File: config.mk
export PLATFORM = sky130hd
export DESIGN_NAME = credit_based_policer_flat
export DESIGN_NICKNAME = d
export VERILOG_FILES = /design/src/rtl/tsn_policer_pkg.sv /design/src/rtl/credit_based_policer_if.sv /design/src/rtl/tkeep_popcount.sv /design/src/rtl/credit_based_policer.sv /design/src/flat_wrapper.sv
export SDC_FILE = /design/constraint.sdc
export NUM_CORES = 1
export LEC_CHECK = 0
export BUFFER_PORTS_ARGS = -buffer_cell sky130_fd_sc_hd__buf_4
export CAP_MARGIN = 20
export CORE_ASPECT_RATIO = 1.2
export CORE_MARGIN = 2
export CORE_UTILIZATION = 39
export CTS_CLUSTER_DIAMETER = 80
export DETAILED_ROUTE_END_ITERATION = 8
export GPL_TIMING_DRIVEN = 0
export PLACE_DENSITY = 0.6
export SYNTH_ARGS = -nofsm -noshare
export SYNTH_HDL_FRONTEND = slang
export SYNTH_SLANG_ARGS = --single-unit
File: constraint.sdc
create_clock -name clk -period 19 [get_ports clk]
set_input_delay 0.95 -clock clk [delete_from_list [all_inputs] [get_ports clk]]
set_output_delay 0.95 -clock clk [all_outputs]
set_load 0.02 [all_outputs]
File: src/rtl/tsn_policer_pkg.sv
// Shared definitions for the TSN credit-based policer: FSM encoding, credit widths
// and the saturating clamp that keeps the 32-bit credit from ever wrapping.
package tsn_policer_pkg;

  localparam int CREDIT_W = 32;
  localparam int ACC_W    = 48;

  typedef enum logic [1:0] {
    ST_IDLE = 2'd0,
    ST_PASS = 2'd1,
    ST_DROP = 2'd2
  } frame_state_e;

  // Wide intermediate result is pinned into [lo, hi] before narrowing to CREDIT_W.
  function automatic logic signed [CREDIT_W-1:0] sat_clamp(
    input logic signed [ACC_W-1:0]    value,
    input logic signed [CREDIT_W-1:0] lo,
    input logic signed [CREDIT_W-1:0] hi
  );
    logic signed [ACC_W-1:0] lo_ext;
    logic signed [ACC_W-1:0] hi_ext;
    lo_ext = {{(ACC_W-CREDIT_W){lo[CREDIT_W-1]}}, lo};
    hi_ext = {{(ACC_W-CREDIT_W){hi[CREDIT_W-1]}}, hi};
    if (value > hi_ext) begin
      return hi;
    end else if (value < lo_ext) begin
      return lo;
    end else begin
      return value[CREDIT_W-1:0];
    end
  endfunction

endpackage

File: src/rtl/credit_based_policer_if.sv
// AXI4-Stream bundle used on both sides of the policer.
interface credit_based_policer_if #(
  parameter int C_AXIS_TDATA_WIDTH = 8,
  parameter int C_AXIS_TKEEP_WIDTH = C_AXIS_TDATA_WIDTH/8
);

  logic [C_AXIS_TDATA_WIDTH-1:0] tdata;
  logic [C_AXIS_TKEEP_WIDTH-1:0] tkeep;
  logic                          tvalid;
  logic                          tready;
  logic                          tlast;

  modport master (output tdata, tkeep, tvalid, tlast, input  tready);
  modport slave  (input  tdata, tkeep, tvalid, tlast, output tready);

endinterface

File: src/rtl/tkeep_popcount.sv
// Combinational count of asserted byte enables in one stream beat.
module tkeep_popcount #(
  parameter int C_AXIS_TKEEP_WIDTH = 1
) (
  input  logic [C_AXIS_TKEEP_WIDTH-1:0]         i_tkeep,
  output logic [$clog2(C_AXIS_TKEEP_WIDTH+1)-1:0] o_count
);

  localparam int CNT_W = $clog2(C_AXIS_TKEEP_WIDTH+1);

  always_comb begin
    o_count = '0;
    for (int i = 0; i < C_AXIS_TKEEP_WIDTH; i++) begin
      o_count = o_count + CNT_W'(i_tkeep[i]);
    end
  end

endmodule

File: src/rtl/credit_based_policer.sv
// Ingress credit-based policer: admits or drops whole AXI4-Stream frames on the first beat.
// Optional frame counters are built only when CREDIT_BASED_POLICER_STATS_EN is defined.
module credit_based_policer
  import tsn_policer_pkg::*;
#(
  parameter int C_AXIS_TDATA_WIDTH = 8,
  parameter int C_AXIS_TKEEP_WIDTH = C_AXIS_TDATA_WIDTH/8,
  parameter int L1_LENGTH_OFFSET   = 24
) (
  input  logic                       clk,
  input  logic                       rst,
  input  logic                       i_policer_enable,
  input  logic signed [CREDIT_W-1:0] i_idle_slope,
  input  logic signed [CREDIT_W-1:0] i_byte_cost,
  input  logic signed [CREDIT_W-1:0] i_max_credit,
  input  logic signed [CREDIT_W-1:0] i_min_credit,
  output logic signed [CREDIT_W-1:0] o_credit,
  output logic [1:0]                 o_frame_state,
  output logic [31:0]                o_passed_frames,
  output logic [31:0]                o_dropped_frames,
  credit_based_policer_if.slave      s_axis,
  credit_based_policer_if.master     m_axis
);

  localparam int CNT_W = $clog2(C_AXIS_TKEEP_WIDTH+1);

  frame_state_e              r_state;
  frame_state_e              w_next_state;
  logic signed [CREDIT_W-1:0] r_credit;
  logic signed [CREDIT_W-1:0] w_next_credit;

  logic                    w_admit;
  logic                    w_fwd;
  logic                    w_fwd_hs;
  logic                    w_drop_beat;
  logic                    w_frame_passed;
  logic                    w_frame_dropped;
  logic [CNT_W-1:0]        w_keep_cnt;
  logic signed [ACC_W-1:0] w_beat_bytes;
  logic signed [ACC_W-1:0] w_charge;
  logic signed [ACC_W-1:0] w_credit_ext;
  logic signed [ACC_W-1:0] w_slope_ext;
  logic signed [ACC_W-1:0] w_cost_ext;
  logic signed [ACC_W-1:0] w_sum;

  tkeep_popcount #(
    .C_AXIS_TKEEP_WIDTH(C_AXIS_TKEEP_WIDTH)
  ) u_tkeep_popcount (
    .i_tkeep (s_axis.tkeep),
    .o_count (w_keep_cnt)
  );

  // The decision only matters in IDLE; once in PASS/DROP it is latched by the state itself.
  assign w_admit = !i_policer_enable || (r_credit >= 0);
  assign w_fwd   = (r_state == ST_PASS) || ((r_state == ST_IDLE) && w_admit);

  assign m_axis.tvalid = w_fwd ? s_axis.tvalid : 1'b0;
  assign s_axis.tready = w_fwd ? m_axis.tready : 1'b1;
  assign m_axis.tdata  = s_axis.tdata;
  assign m_axis.tkeep  = s_axis.tkeep;
  assign m_axis.tlast  = s_axis.tlast;

  assign w_fwd_hs        = w_fwd && s_axis.tvalid && m_axis.tready;
  assign w_drop_beat     = !w_fwd && s_axis.tvalid;
  assign w_frame_passed  = w_fwd_hs && s_axis.tlast;
  assign w_frame_dropped = w_drop_beat && s_axis.tlast;

  always_comb begin
    w_next_state = r_state;
    case (r_state)
      ST_IDLE: begin
        if (w_fwd_hs && !s_axis.tlast) begin
          w_next_state = ST_PASS;
        end else if (w_drop_beat && !s_axis.tlast) begin
          w_next_state = ST_DROP;
        end
      end
      ST_PASS: if (w_frame_passed)  w_next_state = ST_IDLE;
      ST_DROP: if (w_frame_dropped) w_next_state = ST_IDLE;
      default: w_next_state = ST_IDLE;
    endcase
  end

  assign w_credit_ext = {{(ACC_W-CREDIT_W){r_credit[CREDIT_W-1]}}, r_credit};
  assign w_slope_ext  = {{(ACC_W-CREDIT_W){i_idle_slope[CREDIT_W-1]}}, i_idle_slope};
  assign w_cost_ext   = {{(ACC_W-CREDIT_W){i_byte_cost[CREDIT_W-1]}}, i_byte_cost};
  assign w_beat_bytes = w_fwd_hs
                      ? ({{(ACC_W-CNT_W){1'b0}}, w_keep_cnt}
                         + (s_axis.tlast ? ACC_W'(L1_LENGTH_OFFSET) : {ACC_W{1'b0}}))
                      : {ACC_W{1'b0}};
  assign w_charge     = w_cost_ext * w_beat_bytes;
  assign w_sum        = w_credit_ext + w_slope_ext - w_charge;

  // An idle, empty queue may not bank positive credit; debt still recovers at idle_slope.
  always_comb begin
    w_next_credit = sat_clamp(w_sum, i_min_credit, i_max_credit);
    if (!i_policer_enable) begin
      w_next_credit = i_max_credit;
    end else if ((r_state == ST_IDLE) && !s_axis.tvalid && (r_credit > 0)) begin
      w_next_credit = '0;
    end
  end

  always_ff @(posedge clk) begin
    if (rst) begin
      r_state  <= ST_IDLE;
      r_credit <= '0;
    end else begin
      r_state  <= w_next_state;
      r_credit <= w_next_credit;
    end
  end

  assign o_credit      = r_credit;
  assign o_frame_state = r_state;

`ifdef CREDIT_BASED_POLICER_STATS_EN
  logic [31:0] r_passed_frames;
  logic [31:0] r_dropped_frames;

  always_ff @(posedge clk) begin
    if (rst) begin
      r_passed_frames  <= '0;
      r_dropped_frames <= '0;
    end else begin
      if (w_frame_passed && (r_passed_frames != 32'hFFFF_FFFF)) begin
        r_passed_frames <= r_passed_frames + 32'd1;
      end
      if (w_frame_dropped && (r_dropped_frames != 32'hFFFF_FFFF)) begin
        r_dropped_frames <= r_dropped_frames + 32'd1;
      end
    end
  end

  assign o_passed_frames  = r_passed_frames;
  assign o_dropped_frames = r_dropped_frames;
`else
  assign o_passed_frames  = 32'd0;
  assign o_dropped_frames = 32'd0;
`endif

endmodule
File: src/flat_wrapper.sv
// flat-port wrapper written by rule: the top's interface ports become plain ports
module credit_based_policer_flat import tsn_policer_pkg::*;
#(
  parameter int C_AXIS_TDATA_WIDTH = 8,
  parameter int C_AXIS_TKEEP_WIDTH = C_AXIS_TDATA_WIDTH/8,
  parameter int L1_LENGTH_OFFSET   = 24
)
  (clk, rst, i_policer_enable, i_idle_slope, i_byte_cost, i_max_credit, i_min_credit, o_credit, o_frame_state, o_passed_frames, o_dropped_frames, s_axis_tdata, s_axis_tkeep, s_axis_tvalid, s_axis_tlast, s_axis_tready, m_axis_tdata, m_axis_tkeep, m_axis_tvalid, m_axis_tlast, m_axis_tready);
  credit_based_policer_if #(.C_AXIS_TDATA_WIDTH(C_AXIS_TDATA_WIDTH), .C_AXIS_TKEEP_WIDTH(C_AXIS_TKEEP_WIDTH)) s_axis_i ();
  credit_based_policer_if #(.C_AXIS_TDATA_WIDTH(C_AXIS_TDATA_WIDTH), .C_AXIS_TKEEP_WIDTH(C_AXIS_TKEEP_WIDTH)) m_axis_i ();
  input  logic clk;
  input  logic rst;
  input  logic i_policer_enable;
  input  logic signed [CREDIT_W-1:0] i_idle_slope;
  input  logic signed [CREDIT_W-1:0] i_byte_cost;
  input  logic signed [CREDIT_W-1:0] i_max_credit;
  input  logic signed [CREDIT_W-1:0] i_min_credit;
  output logic signed [CREDIT_W-1:0] o_credit;
  output logic [1:0] o_frame_state;
  output logic [31:0] o_passed_frames;
  output logic [31:0] o_dropped_frames;
  input wire logic [$bits(s_axis_i.tdata)-1:0] s_axis_tdata;
  input wire logic [$bits(s_axis_i.tkeep)-1:0] s_axis_tkeep;
  input wire logic [$bits(s_axis_i.tvalid)-1:0] s_axis_tvalid;
  input wire logic [$bits(s_axis_i.tlast)-1:0] s_axis_tlast;
  output wire logic [$bits(s_axis_i.tready)-1:0] s_axis_tready;
  output wire logic [$bits(m_axis_i.tdata)-1:0] m_axis_tdata;
  output wire logic [$bits(m_axis_i.tkeep)-1:0] m_axis_tkeep;
  output wire logic [$bits(m_axis_i.tvalid)-1:0] m_axis_tvalid;
  output wire logic [$bits(m_axis_i.tlast)-1:0] m_axis_tlast;
  input wire logic [$bits(m_axis_i.tready)-1:0] m_axis_tready;
  assign s_axis_i.tdata = s_axis_tdata;
  assign s_axis_i.tkeep = s_axis_tkeep;
  assign s_axis_i.tvalid = s_axis_tvalid;
  assign s_axis_i.tlast = s_axis_tlast;
  assign s_axis_tready = s_axis_i.tready;
  assign m_axis_tdata = m_axis_i.tdata;
  assign m_axis_tkeep = m_axis_i.tkeep;
  assign m_axis_tvalid = m_axis_i.tvalid;
  assign m_axis_tlast = m_axis_i.tlast;
  assign m_axis_i.tready = m_axis_tready;
  credit_based_policer #(.C_AXIS_TDATA_WIDTH(C_AXIS_TDATA_WIDTH), .C_AXIS_TKEEP_WIDTH(C_AXIS_TKEEP_WIDTH), .L1_LENGTH_OFFSET(L1_LENGTH_OFFSET)) u_core (.clk(clk), .rst(rst), .i_policer_enable(i_policer_enable), .i_idle_slope(i_idle_slope), .i_byte_cost(i_byte_cost), .i_max_credit(i_max_credit), .i_min_credit(i_min_credit), .o_credit(o_credit), .o_frame_state(o_frame_state), .o_passed_frames(o_passed_frames), .o_dropped_frames(o_dropped_frames), .s_axis(s_axis_i), .m_axis(m_axis_i));
endmodule
* Word-level counts from Yosys, hierarchy flattened
Index checks and enable logic that the tools add are counted.
Cells by class: $add $sub $neg 3, multiplexer cells 13, magnitude comparators 4, reductions and logical operators 18, $mul 1, eq/ne operators 5
Operators by type and width (count):
- two-way mux 32 bit | 4
- adder 1 x 48 -> 48 bit | 1
- > comparator 48 x 32 -> 1 bit | 1
- less-than comparator 48 x 32 -> 1 bit | 1
- multiplier 32 x 48 -> 48 bit | 1
- two-way mux 48 bit | 1
- subtractor 48 bit | 1
- adder 32 x 32 -> 33 bit | 1
- >= comparator 32 x 1 -> 1 bit (second input constant) | 1
- > comparator 32 x 1 -> 1 bit (second input constant) | 1
- logical AND 1 bit | 10
- two-way mux 2 bit | 4
- case mux 2 bit (3 select lines) | 1
- two-way mux 5 bit | 1
- logical NOT 1 bit | 4
- inequality test 2 x 1 -> 1 bit (second input constant) | 2
- inequality test 3 x 1 -> 1 bit (second input constant) | 1
- AND reduction 3 bit | 1
- equality test 2 x 1 -> 1 bit (second input constant) | 1
- equality test 2 bit (second input constant) | 1
- logical NOT 2 bit | 1
- logical OR 1 bit | 2
- two-way mux 1 bit | 2
Word-level totals: bits in registers 34, logic and storage cells 46, output and inout port bits 110, bits of input ports 143

* Logic depth before layout (Yosys ltp)
depth in word-level cells 14, gate-level depth with buffers 46, gate-level depth less buffers 43

* By module
From an unflattened synthesis, not the netlist that was laid out.
Unflattened totals: cells, all modules 1310, area total of the unflattened synthesis 10837.9 um^2
Modules (own cells, without submodules):
- credit_based_policer | sequential area each 680.7 um^2, cells each 1309, times used 1, area each 10830.4 um^2
- tkeep_popcount | sequential area each 0.0 um^2, cells each 1, times used 1, area each 7.5 um^2

* Least setup slack after synthesis
No wires, ideal clock.
path type input port to flip-flop, start in i_policer_enable, end reg u_core.r_credit[26], in the netlist u_core.o_credit[26], stages 43, data required time 18878 ps, data arrival time 10063 ps, library setup time 122 ps, path buffers 3, path slack 8815 ps, cells stage by stage a31oi_1 > and2_0 > and3_1 > clkbuf_1 > clkbuf_1 > nand2_1 > ha_1 > inv_1 > ha_1 > inv_1 > fa_1 > inv_1 > ha_1 > ha_1 > inv_1 > fa_1 > fa_1 > inv_1 > [... 7 more ...] > or4_4 > nand2_2 > nor4b_2 > o41ai_2 > a21oi_1 > xnor2_1 > ha_1 > a21oi_1 > nor2b_1 > o21ai_0 > a21oi_1 > a211o_1 > a211oi_1 > mux2_2 > nand2b_1 > clkbuf_1 > nor2_1 > a221o_1
On the way: word-level cells in the longest chain between the ends 14, elaborated cells on any way between the ends 15, those cells by class add/sub (1); mul (1); order compare (2); mux (5); reduce/logical (6)
Ends and longest elaborated chain:
- start: declaration | RTL line flat_wrapper.sv:13 | input logic i_policer_enable;
- logical NOT 1 bit | RTL line credit_based_policer.sv:54 | assign w_admit = !i_policer_enable || (r_credit >= 0);
- logical OR 1 bit | RTL line credit_based_policer.sv:54
- logical AND 1 bit | RTL line credit_based_policer.sv:55 | assign w_fwd = (r_state == ST_PASS) || ((r_state == ST_IDLE) && w_admit);
- logical OR 1 bit | RTL line credit_based_policer.sv:55
- logical AND 1 bit (2 in a row) | RTL line credit_based_policer.sv:63 | assign w_fwd_hs = w_fwd && s_axis.tvalid && m_axis.tready;
- two-way mux 48 bit | RTL line credit_based_policer.sv:88 | ? ({{(ACC_W-CNT_W){1'b0}}, w_keep_cnt}
- multiplier 32 x 48 -> 48 bit | RTL line credit_based_policer.sv:91 | assign w_charge = w_cost_ext * w_beat_bytes;
- subtractor 48 bit | RTL line credit_based_policer.sv:92 | assign w_sum = w_credit_ext + w_slope_ext - w_charge;
- less-than comparator 48 x 32 -> 1 bit | RTL line tsn_policer_pkg.sv:26 | end else if (value < lo_ext) begin
- two-way mux 32 bit | RTL line tsn_policer_pkg.sv:26
- two-way mux 32 bit | RTL line tsn_policer_pkg.sv:24 | if (value > hi_ext) begin
- two-way mux 32 bit | RTL line credit_based_policer.sv:99 | end else if ((r_state == ST_IDLE) && !s_axis.tvalid && (r_credit > 0)) begin
- two-way mux 32 bit * | RTL line credit_based_policer.sv:97 | if (!i_policer_enable) begin
- end signal: assignment | RTL line credit_based_policer.sv:110 | r_credit <= w_next_credit;
- end: declaration | RTL line credit_based_policer.sv:29 | logic signed [CREDIT_W-1:0] r_credit;
Mark *: on every way between the ends. The rest lies on a longest branch, timed or not. A chain may end at the register's enable or synchronous reset.

* Worst setup path after layout
start in i_policer_enable, end reg u_core.r_credit[28], in the netlist u_core.o_credit[28]
The elaborated chain is that of the path after synthesis.

==> results.md <==
- The flow ran to the end, and the final reports show no timing, DRC or antenna violations.
- The flop and latch count out of synthesis is 34.
- Using the TritonRoute via totals, the vias-per-cell ratio works out to 4.97.
- The number of hold violations in the final report was 0.
- The number of placement rows is 76.
- Counting I/O delays and the setup requirement, the final critical path takes 12.39 ns.
- Routability-driven placement finished with a final weighted congestion of 0.902.
- The path type of the worst setup path is in2reg.
- The endpoint arrival time on the critical path is 12.55 ns.
- The share of final-layout standard cells stronger than drive strength 1 is 0.144.
- The buffer levels on the longest clock path is 2.
- Counting flops with an async set or reset pin after synthesis yields a share of 0.
- The starting utilization of the core area is 0.394.
- The top layer reached by signal wires is met4.
- The transition at the pin with the smallest max-transition slack is 0.935 ns.
- The critical path endpoint category is a flop.
- After the first detailed-routing iteration, the DRC count stood at 608.
- The data required time at the worst endpoint is 19.17 ns.
- The startpoint identified for the worst register-to-register timing path is u_core.o_credit[31].
- The global-route usage over all layers is 0.209.
- The total half-perimeter wirelength after legalization and detailed placement is 34900 um.
- The share of synthesized area in the top cell type comes to 0.313.
- The global-route wire length before repair is 61900 um.
- Each instance of the synthesized netlist takes up on average 8.04 um^2.
- The number of warnings issued by yosys is 0.
- Timing would allow up to 80.7 MHz.
- The H-tree was split into 2 levels.
- The number of different library cells in the post-synthesis netlist is 67.
- In this run, post-CTS repair resized a total of 0 instances.
- In this run the remaining antenna-violating nets after routing total 0.
- The terminating pin of the worst hold path is u_core.o_frame_state[1].
- Buffers placed on the I/O ports in this run total 180.
- The synthesized netlist cell count is 1746.
- The number of setup violations in the final report is 0.
- For this run, the leading register cell type out of synthesis is sky130_fd_sc_hd__dfxtp_1.
- Setup repair after global routing left no endpoint under its margin.
- The max-slew violation count is 0.
- The largest net degree at the start of global routing is 19.
- The floorplan step set the die height to 212 um.
- TritonCTS built the clock tree.
- The synthesized design contains 0 enable-type register cells.
- The start point of the worst hold path is u_core.o_frame_state[0].
- The clock arrives with 0.00599 ns of skew.
- The floorplan step set the die width to 177 um.
- The routed wirelength normalized by instance count is 15.8 um.
- The clock latency on the worst-skew pair is 0.29 ns.
- The die covers 0.0375 mm^2.
- The number of buffers added for setup after CTS is 0.
- Setup slack on the worst reg-to-reg path comes out at 6.91 ns.
- The floorplan core area is 0.0357 mm^2.
- The part of the cycle the worst path needs is 0.652.
- The global route total overflow is 0.
- The layout-stage area growth over the synthesis result is 16.8%.
- The tree built by TritonCTS fans out to 34 sinks.
- After the last flow step, the layout net total stands at 2585.
- In this run the worst setup path begins at i_policer_enable.
- Counting cells, the worst reg-to-reg path comes to 41.
- The mapped cell area is 0.0140 mm^2.
- The leading area contributor after synthesis is sky130_fd_sc_hd__ha_1.
- The aggregate routed wire length is 38900 um.
- 253 I/O pins were placed.
- The number of maximum-capacitance violations is 0.
- Setup total negative slack on the finished layout was measured at 0 ns.
- The pre-antenna-repair detailed-routing pass consisted of 5 iterations.
- In the routed design, unresolved DRC markers number 0.
- Headroom to the max-slew limit came out at 0.377.
- The worst hold path cell count is 1.
- The type of the most critical hold path is reg2reg.
- After synthesis, the cell types taking the most area are sky130_fd_sc_hd__ha_1 31%, sky130_fd_sc_hd__fa_1 13%, sky130_fd_sc_hd__inv_1 9.3%, sky130_fd_sc_hd__dfxtp_1 4.8%, sky130_fd_sc_hd__buf_4 4.0%.
- The commonest cells after synthesis are 351 x sky130_fd_sc_hd__ha_1, 349 x sky130_fd_sc_hd__inv_1, 99 x sky130_fd_sc_hd__nand2_1.
- The routed length on met2 is 19400 um.
- The reg-to-reg critical path endpoint is u_core.o_credit[28].
- The initial antenna violation count came to 5.
- The amount of wire on met3 after detailed routing is 1600 um.
- The clock tree root driver cell is sky130_fd_sc_hd__clkbuf_16.
- The clock-pin slew on the worst setup and hold paths is 0.06 ns.
- STA classifies the critical path startpoint as an input port.
- In this run, post-CTS hold repair placed 0 buffers.
- The via count of the first global-routing pass was 12200.
- Of the synthesized area, sequential elements account for 0.0485.
- The number of filler instances in the final layout is 3637.
- The cell with the largest stage delay on the worst path is sky130_fd_sc_hd__clkbuf_1.
- The most numerous cell in the Yosys netlist is sky130_fd_sc_hd__ha_1.
- The maximum fanout count along the critical path is 10.
- The wire length the detailed router placed on met1 is 16700 um.
- The critical path's largest stage delay is 0.68 ns.
- The routed via count is 12300.
- Counting the buffers created by CTS gives 5.
==> metrics by stage <==
| step | std cells | utilization | setup WS, ns | hold slack, ns | area, um^2 |
|---|---|---|---|---|---|
| final | 2469 | 0.460 | 6.61 | 0.588 | 16400 |
| after floorplan | 1810 | - | 8.81 | 0.605 | 14300 |
| after detailed placement | 2458 | 0.455 | 6.24 | 0.567 | 16200 |
| after CTS | 2465 | 0.460 | 6.50 | 0.581 | 16400 |
| after global routing | 2469 | 0.460 | 5.78 | 0.599 | 16400 |
| after global placement | 2458 | 0.455 | 6.28 | 0.558 | 16200 |
==> critical path: cells and delay by family <==
family          cells  cell delay, ns
simple gates        7            1.62
buf+inv            10            2.07
compound gates     14            3.93
fa+ha+maj          10            3.52
mux                 1            0.41
==> state kept, by name (all words and copies together) (netlist names) <==
signal and flops:
u_core.o_credit 32, u_core.o_frame_state 2
==> cells in the final DEF, fill, tap and decap left out, drive strengths merged, types with 3 or more instances in the layout <==
| cell type | n |
|---|---|
| ha | 351 |
| inv | 349 |
| buf | 262 |
| nand2 | 100 |
| fa | 94 |
| a21oi | 86 |
| o21ai | 85 |
| nor2 | 66 |
| conb | 66 |
| a21o | 62 |
| xnor2 | 61 |
| and2 | 60 |
| dfxtp | 34 |
| mux2i | 31 |
| xor2 | 27 |
| clkbuf | 25 |
| and3 | 22 |
| nor2b | 22 |
| nand3 | 18 |
| nand4 | 18 |
| nor3 | 15 |
| a211oi | 14 |
| nor4 | 14 |
| a31oi | 11 |
| o21a | 10 |
| o21bai | 9 |
| nand2b | 8 |
| o31ai | 7 |
| or2 | 6 |
| o211ai | 6 |
| a221oi | 6 |
| a211o | 5 |
| mux2 | 5 |
| a221o | 5 |
| diode | 4 |
| and4 | 4 |
| a2111oi | 4 |
| a21boi | 4 |
| or3 | 3 |
==> kinds of logic after synthesis <==
logic type | share of synthesized area
DFF | 0.0485
buffers and inverters | 0.141
adders and majority gates | 0.447
AOI/OAI and AO/OA | 0.150
other | 0.000535
xor gates and xnor gates | 0.0549
muxes | 0.0261
and+or+nand+nor | 0.132
==> how the worst max path moves through the flow <==
stage	endpoint	slack, ns	cells past startpoint
after floorplan	u_core.o_credit[26]	8.81	43
after global placement	u_core.o_credit[29]	6.28	42
after detailed placement	u_core.o_credit[29]	6.24	43
after CTS	u_core.o_credit[29]	6.50	43
after global routing	u_core.o_credit[28]	5.78	42
final	u_core.o_credit[28]	6.61	42
==> per-layer routing <==
layer	track usage	vias to the layer above
met1	0.261	5740
met2	0.376	276
li1	-	6195
met3	0.0167	51
met4	0.0698	0
met5	0	-
==> cell type report <==
| class | instances | area (um^2) | share of cell area |
|---|---|---|---|
| tap | 468 | 586 | 0.0357 |
| inverter | 349 | 1310 | 0.0799 |
| antenna | 4 | 10.0 | 0.000610 |
| multi-input combinational | 1326 | 11600 | 0.709 |
| clock inverter | 1 | 30.0 | 0.00183 |
| buffer | 101 | 672 | 0.0410 |
| clock buffer | 6 | 139 | 0.00847 |
| sequential | 34 | 681 | 0.0415 |
| timing repair buffer | 180 | 1350 | 0.0824 |
Power is not shown: default switching activity piles up to over one toggle a cycle in this logic, so the estimate is an artifact.
